`config.mk`:
```
export PLATFORM = sky130hd
export DESIGN_NAME = data_mem_ctrl
export DESIGN_NICKNAME = d
export VERILOG_FILES = /design/src/rtl/data_mem_ctrl.sv
export SDC_FILE = /design/constraint.sdc
export NUM_CORES = 2
export LEC_CHECK = 0
export BUFFER_PORTS_ARGS = -buffer_cell sky130_fd_sc_hd__buf_2
export CAP_MARGIN = 20
export CELL_PAD_IN_SITES_DETAIL_PLACEMENT = 1
export CELL_PAD_IN_SITES_GLOBAL_PLACEMENT = 1
export CORE_MARGIN = 8
export CORE_UTILIZATION = 25
export DETAILED_ROUTE_END_ITERATION = 6
export GPL_TIMING_DRIVEN = 1
export HOLD_SLACK_MARGIN = 0.1
export PLACE_DENSITY_LB_ADDON = 0.1
export SETUP_SLACK_MARGIN = 0.5
export SYNTH_ARGS = -nofsm -noshare
export SYNTH_HDL_FRONTEND = slang
export SYNTH_SLANG_ARGS = --single-unit
```
`constraint.sdc`:
```
create_clock -name clock -period 13.7 [get_ports clock]
set_input_delay 0.685 -clock clock [delete_from_list [all_inputs] [get_ports clock]]
set_output_delay 0.685 -clock clock [all_outputs]
set_load 0.05 [all_outputs]
```
`src/rtl/data_mem_ctrl.sv`:
```
// Word-organised big-endian data memory with a valid/ready request/response port.
// Self-initialises every word to INIT_WORD after reset; byte/half/word loads and stores.
module data_mem_ctrl #(
  parameter int          ADDR_W    = 8,
  parameter logic [31:0] INIT_WORD = 32'h0000_0000
) (
  input  logic        clock,
  input  logic        reset,
  input  logic        req_valid,
  output logic        req_ready,
  input  logic        req_write,
  input  logic [1:0]  req_size,
  input  logic        req_signed,
  input  logic [31:0] req_addr,
  input  logic [31:0] req_wdata,
  output logic        rsp_valid,
  input  logic        rsp_ready,
  output logic [31:0] rsp_rdata,
  output logic        rsp_error,
  output logic        init_busy
);

  localparam int WORD_W = ADDR_W - 2;
  localparam int DEPTH  = 1 << WORD_W;

  typedef enum logic [1:0] {INIT, RUN, HOLD} state_t;

  state_t              state;
  logic [WORD_W-1:0]   cnt;
  logic [31:0]         mem [DEPTH];

  logic                accept;
  logic [WORD_W-1:0]   word_idx;
  logic [1:0]          offset;
  logic                req_error;
  logic [3:0]          lane_en;
  logic [31:0]         wdata_rep;
  logic [31:0]         rd_word;
  logic [4:0]          byte_sh;
  logic [7:0]          rd_byte;
  logic [15:0]         rd_half;
  logic [31:0]         load_val;
  logic [31:0]         rdata_next;

  // A new request may enter whenever the response slot is empty or being drained this cycle.
  assign req_ready = (state != INIT) && (!rsp_valid || rsp_ready);
  assign accept    = req_valid && req_ready;
  assign word_idx  = req_addr[ADDR_W-1:2];
  assign offset    = req_addr[1:0];

  // NOTE: every always_comb output gets a default first so no latch is inferred.
  always_comb begin
    req_error = 1'b0;
    lane_en   = 4'b0000;
    wdata_rep = req_wdata;
    case (req_size)
      2'b01: begin
        lane_en   = 4'b1000 >> offset;
        wdata_rep = {4{req_wdata[7:0]}};
      end
      2'b10: begin
        req_error = offset[0];
        lane_en   = 4'b1100 >> offset;
        wdata_rep = {2{req_wdata[15:0]}};
      end
      2'b11: begin
        req_error = |offset;
        lane_en   = 4'b1111;
      end
      default: req_error = 1'b1;
    endcase
    if (|req_addr[31:ADDR_W]) req_error = 1'b1;
  end

  // Big-endian: offset 0 lives in bits [31:24], so the byte shift is (3 - offset) * 8.
  assign rd_word = mem[word_idx];
  assign byte_sh = {~offset, 3'b000};
  assign rd_byte = rd_word[byte_sh +: 8];
  assign rd_half = offset[1] ? rd_word[15:0] : rd_word[31:16];

  always_comb begin
    case (req_size)
      2'b01:   load_val = req_signed ? {{24{rd_byte[7]}}, rd_byte} : {24'h0, rd_byte};
      2'b10:   load_val = req_signed ? {{16{rd_half[15]}}, rd_half} : {16'h0, rd_half};
      default: load_val = rd_word;
    endcase
    rdata_next = (req_write || req_error) ? 32'h0 : load_val;
  end

  // NOTE: sequential state uses non-blocking assignments so all registers update together.
  always_ff @(posedge clock) begin
    if (reset) begin
      state     <= INIT;
      cnt       <= '0;
      rsp_valid <= 1'b0;
      rsp_rdata <= 32'h0;
      rsp_error <= 1'b0;
      init_busy <= 1'b1;
    end else begin
      case (state)
        INIT: begin
          cnt <= cnt + 1'b1;
          if (cnt == WORD_W'(DEPTH - 1)) begin
            state     <= RUN;
            init_busy <= 1'b0;
          end
        end
        RUN, HOLD: begin
          if (accept) begin
            rsp_valid <= 1'b1;
            rsp_rdata <= rdata_next;
            rsp_error <= req_error;
          end else if (rsp_ready) begin
            rsp_valid <= 1'b0;
          end
          state <= (rsp_valid && !rsp_ready) ? HOLD : RUN;
        end
        default: state <= INIT;
      endcase
    end
  end

  // NOTE: storage has no reset; INIT sweeps every word, so contents are defined once it ends.
  always_ff @(posedge clock) begin
    if (state == INIT) begin
      mem[cnt] <= INIT_WORD;
    end else if (!reset && accept && req_write && !req_error) begin
      for (int i = 0; i < 4; i++) begin
        if (lane_en[i]) mem[word_idx][8*i +: 8] <= wdata_rep[8*i +: 8];
      end
    end
  end

endmodule
```
## Word level (Yosys, flattened, before mapping)

Memory sizes are Yosys's and may differ from the RTL's.
Cells that the tools add are included.

| word-level totals | value |
|---|---|
| bits in registers | 43 |
| memory bits (writable) | 2048 |
| output and inout port bits | 36 |
| word-level logic and storage cells | 76 |
| memories | 1 |

Memory list:

| name | depth | width | read ports | clocked after Yosys merged registers in | write ports | RTL line | source |
|---|---|---|---|---|---|---|---|
| mem | 64 | 32 | 1 | 0 | 1 | 30 | `logic [31:0] mem [DEPTH];` |

| cells by class | value |
|---|---|
| add/sub/neg operators | 1 |
| equality and inequality tests | 7 |
| shifts and indexed selects | 3 |
| muxes and demuxes | 35 |
| bitwise gates (word level) | 1 |
| reductions and logical operators | 22 |

Operators by type and width:

| operator | count |
|---|---|
| 32-bit 2-to-1 mux | 4 |
| 32-bit one-hot mux with 2 select lines | 2 |
| 32-bit OR reduction | 1 |
| 32-bit by 6-bit variable part select with 8-bit output | 1 |
| 24-bit OR reduction | 1 |
| 1-bit 2-to-1 mux | 21 |
| 16-bit 2-to-1 mux | 1 |
| 4-bit one-hot mux with 3 select lines | 1 |
| 4-bit by 2-bit right shift with 4-bit output, first input constant | 2 |
| 6-bit by 1-bit adder with 6-bit output, second input constant | 1 |
| 2-bit == test, second input constant | 3 |
| 6-bit == test, second input constant | 1 |
| 1-bit logical AND | 6 |
| 6-bit 2-to-1 mux | 1 |
| 2-bit AND reduction | 3 |
| 2-bit by 1-bit == test with 1-bit output, second input constant | 2 |
| 1-bit zero test | 4 |
| 2-bit 2-to-1 mux | 2 |
| 4-bit 2-to-1 mux | 1 |
| 2-bit one-hot mux with 2 select lines | 1 |
| 2-bit nonzero test | 2 |
| 2-bit OR reduction | 2 |
| 1-bit one-hot mux with 3 select lines | 1 |
| 2-bit zero test | 1 |
| other kinds (3) | 4 |

## Depth between registers and ports, before layout

| logic depth | value |
|---|---|
| depth in word-level cells | 12 |
| gate-level depth with buffers | 15 |
| gate-level depth less buffers | 10 |

## Worst setup path before layout

Ideal clock, no wire load.

| path | value |
|---|---|
| kind | input to register |
| from | in rsp_ready |
| to | mem mem[0][27] (data pin) |
| library setup time | 0.682 ns |
| arrival | 5.456 ns |
| data required time | 13.018 ns |
| path slack | 7.562 ns |
| stages on the path | 8 |
| buffers on the path | 2 |
| cells stage by stage | inv_1 -> a21oi_1 -> nand4b_1 -> nor3_1 -> o41ai_2 -> clkbuf_1 -> buf_1 -> nor3_1 |

| on the way | value |
|---|---|
| word-level cells in the longest chain between the ends | 11 |
| elaborated cells on any way between the ends | 20 |
| classes of those cells | mux: 13; reduce/logical: 7 |

RTL lines:

| item | RTL line | source |
|---|---|---|
| start: declaration | 17 | `input logic rsp_ready,` |
| 1-bit logical OR * | 46 | `assign req_ready = (state != INIT) && (!rsp_valid \|\| rsp_ready);` |
| 1-bit logical AND * | 46 |  |
| via req_ready | 10 | `output logic req_ready,` |
| 1-bit logical AND * | 47 | `assign accept = req_valid && req_ready;` |
| 1-bit logical AND * (3 in a row) | 127 | `end else if (!reset && accept && req_write && !req_error) begin` |
| 1-bit 2-to-1 mux | 127 |  |
| 1-bit 2-to-1 mux | 125 | `if (state == INIT) begin` |
| 1-bit 2-to-1 mux (implied by the code) | 129 | `if (lane_en[i]) mem[word_idx][8*i +: 8] <= wdata_rep[8*i +: 8];` |
| 32-bit OR reduction (no line) * | -- |  |
| 32-bit 2-to-1 mux (no line) * | -- |  |
| end: declaration | 30 |  |

The timed path passes the listed nets; every way through them passes the cells marked *.

## Final worst setup path

| path | value |
|---|---|
| from | reg state[0] |
| to | mem mem[3][22] (enable) |

| on the way | value |
|---|---|
| word-level cells in the longest chain between the ends | 11 |
| elaborated cells on any way between the ends | 24 |
| classes of those cells | mux: 16; reduce/logical: 8 |

RTL lines:

| item | RTL line | source |
|---|---|---|
| start: declaration | 28 | `state_t state;` |
| start signal: assignment | 116 | `state <= (rsp_valid && !rsp_ready) ? HOLD : RUN;` |
| 2-bit nonzero test | 46 |  |
| 1-bit logical AND | 46 |  |
| 1-bit logical AND | 47 |  |
| 1-bit logical AND (3 in a row) | 127 |  |
| 1-bit 2-to-1 mux | 127 |  |
| 1-bit 2-to-1 mux | 125 |  |
| 1-bit 2-to-1 mux (implied by the code) | 129 |  |
| 32-bit OR reduction (no line) | -- |  |
| 6-bit 2-to-1 mux (no line) / 4-bit 2-to-1 mux (equally long branches) | -- |  |

Parallel ways exist; a longest one is shown, timed or not.

==> run_results.csv <==
group,metric,value,unit
floorplan,boundaryPins,108,
timing,maxSlewViolCount,0,
power_and_ir_drop,static-leakage-power,0.03363,uW
clocking,total_clock_buffers_created_by_cts,239,
timing,rsz_0062_raised_after_global_routing,"no",
setup_path,critical_path_required,14.22,ns
logic_synthesis,synth.cell_area,82940,um2
setup_path,worstPathMaxFanout,34,
detailed_routing,route.antenna.remaining_nets,0,
power_and_ir_drop,power.density_cell_area,140.2,nW/um2
logic_synthesis,synth_area_in_compound_gates,0.02753,
logic_synthesis,synthCells,3938,
detailed_routing,vias,41620,
power_and_ir_drop,power.switching,2994,uW
logic_synthesis,synth_cell_types,71,
placement,place_congestion,0.7466,
clocking,clock_sink_count,2091,
detailed_routing,dr.pass1.iters,5,
grt,overflow,0,
placement,io_buffers,107,
min_path,worstHoldStart,"req_signed",
clocking,tritoncts_clock_tree,"built",
setup_path,timing.reg2reg.worst_path_depth,10,
placement,dp_hpwl,175.6,mm
detailed_routing,dr_iter_0_viols,3132,
finish,finalCoreUtilization,0.2959,
logic_synthesis,synth_adder_area_share,0.001207,
finish,fillCellCount,33120,
clocking,cts_hold_buf,1,
grt,wire_length_of_the_first_global_routing_pass,386.8,mm
setup_path,critical_setup_path_class,"register to register",
floorplan,die_area,350500,um2
floorplan,core_area,330300,um2
grt,grt_max_degree,84,
power_and_ir_drop,clockPowerShare,0.452,
clocking,clk-insertion-delay-late,0.94,ns
timing,clock-skew-final,0.07313,ns
setup_path,data_arrival_time_of_the_worst_path,6.30,ns
power_and_ir_drop,swShare,0.2185,
timing,timing_hold_violations_final,0,
logic_synthesis,synth_top_cell_by_area,"edfxtp_1",
power_and_ir_drop,ir_worst_vdd,0.0001063,V
power_and_ir_drop,power.combinational.fraction,0.039,
finish,final_layout_size_suffix_gt1_frac,0.3042,
run_status,run_status,"complete, no violations",
setup_path,r2r_start,"state[0]",
clocking,clock_tree.root_cell,"clkbuf_16",
min_path,hold_path_depth,3,
timing,postLayoutSetupSlackWorst,7.920,ns
clocking,cts_setup_buffers,0,
logic_synthesis,synth_ff_type,"edfxtp_1",
finish,instances_no_fill,8857,
setup_path,element_type_at_the_critical_path_end,"register",
timing,timing.hold.ws,0.1769,ns
logic_synthesis,post-synth-top-count-cell,"edfxtp_1",
clocking,cts-resized-gates,0,
detailed_routing,viasPerCell,4.699,
detailed_routing,drt-total-wl,279.6,mm
timing,setup_viol,0,
logic_synthesis,async_flop_share,0,
finish,area_growth_syn_to_layout,17.84,%
setup_path,ff2ff_setup_slack,7.92,ns
logic_synthesis,synth-xor-area-share,0.0004224,
logic_synthesis,synthTopCellsByCount,"edfxtp_1 (2048), mux4_2 (528), nor3_1 (208), clkbuf_1 (157), mux2i_1 (150)",
grt,grt_antenna_before_repair,18,
setup_path,worstReg2RegEnd,"mem[3][22]",
setup_path,critPathLaunchType,"register",
logic_synthesis,synth.yosys.warnings,0,
power_and_ir_drop,internal_power,10710,uW
logic_synthesis,post_synth_main_area_contributors,"edfxtp_1 (74%), mux4_2 (14%), mux2i_1 (1.8%)",
placement,dp.cells,8415,
clocking,clk_path_buf_depth,4,
logic_synthesis,yosys.area.top_type_share,0.7415,
setup_path,crit_path_start,"state[0]",
floorplan,die-height,592.0,um
setup_path,setup.worst_path.end,"mem[3][22]",
detailed_routing,drt_drc_violations_left,0,
timing,fmax,173.0,MHz
timing,setup_total_negative_slack,0,ns
floorplan,initial_utilization,0.2511,
logic_synthesis,synth.yosys.seq_area_share,0.7519,
floorplan,die-width,592.0,um
grt,grt_util_all_layers,0.1566,
finish,final-seq-area,62360,um2
clocking,clkTransAtPathRegs,0.06,ns
floorplan,rows,211,
finish,multi_input_area,19690,um2
placement,preCtsSetupSlack,7.588,ns
timing,worst_slew_pin_slew,1.148,ns
min_path,hp-class,"input pin to register",
logic_synthesis,synth_fp_nets,4018,
flow_run,drv.max_cap_violation_count,0,
finish,finalNetCount,4374,
clocking,htree_num_levels,4,
timing,slew_headroom,0.2349,
detailed_routing,route.detailed.wl_per_inst,31.57,um
timing,fin_crit_sh,0.4219,
logic_synthesis,synth_top_family_by_area,"multiplexers",
grt,grt_pass1_vias,44560,
timing,timing.final.crit_period,5.780,ns
logic_synthesis,post_synth_mux_area_share,0.1706,
logic_synthesis,ys_ff_latch,2091,
power_and_ir_drop,seq_power_share,0.509,
logic_synthesis,synth-edff-count,2048,
logic_synthesis,post_synth_and_or_nand_nor_area_fraction,0.02887,
logic_synthesis,synth_area_per_cell,21.06,um2
[cells in the final DEF (no fill, tap or decap), drive strengths merged, types with 19 or more instances in the layout]
cell,synthesis,layout
a21oi,49,49
a221oi,31,31
a22oi,82,82
buf,112,385
bufinv,0,19
clkbuf,159,302
clkinv,2,106
dfxtp,43,43
edfxtp,2048,2048
inv,22,28
mux2i,150,150
mux4,555,555
nand2,82,82
nor2,144,144
nor3,208,208
o21ai,23,23
[worst min path at each step]
stage,to,slack (ns)
4_1_cts,rsp_rdata[19],0.12
5_1_grt,rsp_rdata[19],0.14
2_1_floorplan,state[0],0.49
3_5_place_dp,rsp_error,0.44
6_report,rsp_rdata[19],0.18
3_3_place_gp,init_busy,0.44
[stage by stage]
step	area (um2)	total power (uW)
final	97740	13700
after global routing	97730	14140
after CTS	97710	13930
after detailed placement	90270	7659
after global placement	89800	7656
after floorplan	82940	7409
[critical path: stages (launching register included)]
cell and delay, ns:
dfxtp_1 0.36, inv_1 0.06, ha_1 0.51, a21oi_1 0.50
nand4b_1 0.17, nor3_2 0.87, o41ai_4 0.20, buf_4 0.43
mux2i_2 0.96, nand2b_1 0.83, nor2_1 0.48
[power groups by stage]
stage               Combinational, uW  Clock, uW  Sequential [uW]
finish                            534       6200             6970
global route                      565       6600             6970
CTS                               553       6400             6970
detailed placement                552          0             7110
global placement                  550          0             7110
floorplan                         309          0             7100
[routing by layer]
layer  up-vias  share of wire  global-route usage
li1      17390              -                   -
met1     23120           0.46              0.2166
met2       777           0.49              0.2638
met3       328          0.031             0.01842
met4         0          0.023             0.03693
met5         -              0                   0
[cell type report]
class,instances,area share
sequential,2091,0.6380
multi-input combinational,1550,0.2015
clock buffer,300,0.06439
tap,4366,0.05589
timing repair buffer,388,0.02747
clock inverter,134,0.01162
inverter,24,0.0009985
antenna,4,0.0001024
[cells by family (layout without fill, tap and decap cells)]
group / after synthesis / in the layout
xor+xnor: 4 / 4
other cells: 0 / 4
buf+inv: 297 / 846
flops: 2091 / 2091
mux: 709 / 709
compound gates: 315 / 315
fa+ha+maj: 8 / 8
simple gates: 514 / 514
[flip-flops by register name, indices dropped and copies added (netlist names)]
| register | cells |
|---|---|
| mem | 2048 |
| rsp_rdata | 32 |
| cnt | 6 |
| state | 2 |
| init_busy | 1 |
| rsp_error | 1 |
| rsp_valid | 1 |
Note: power is estimated with default switching activity, not from simulation.
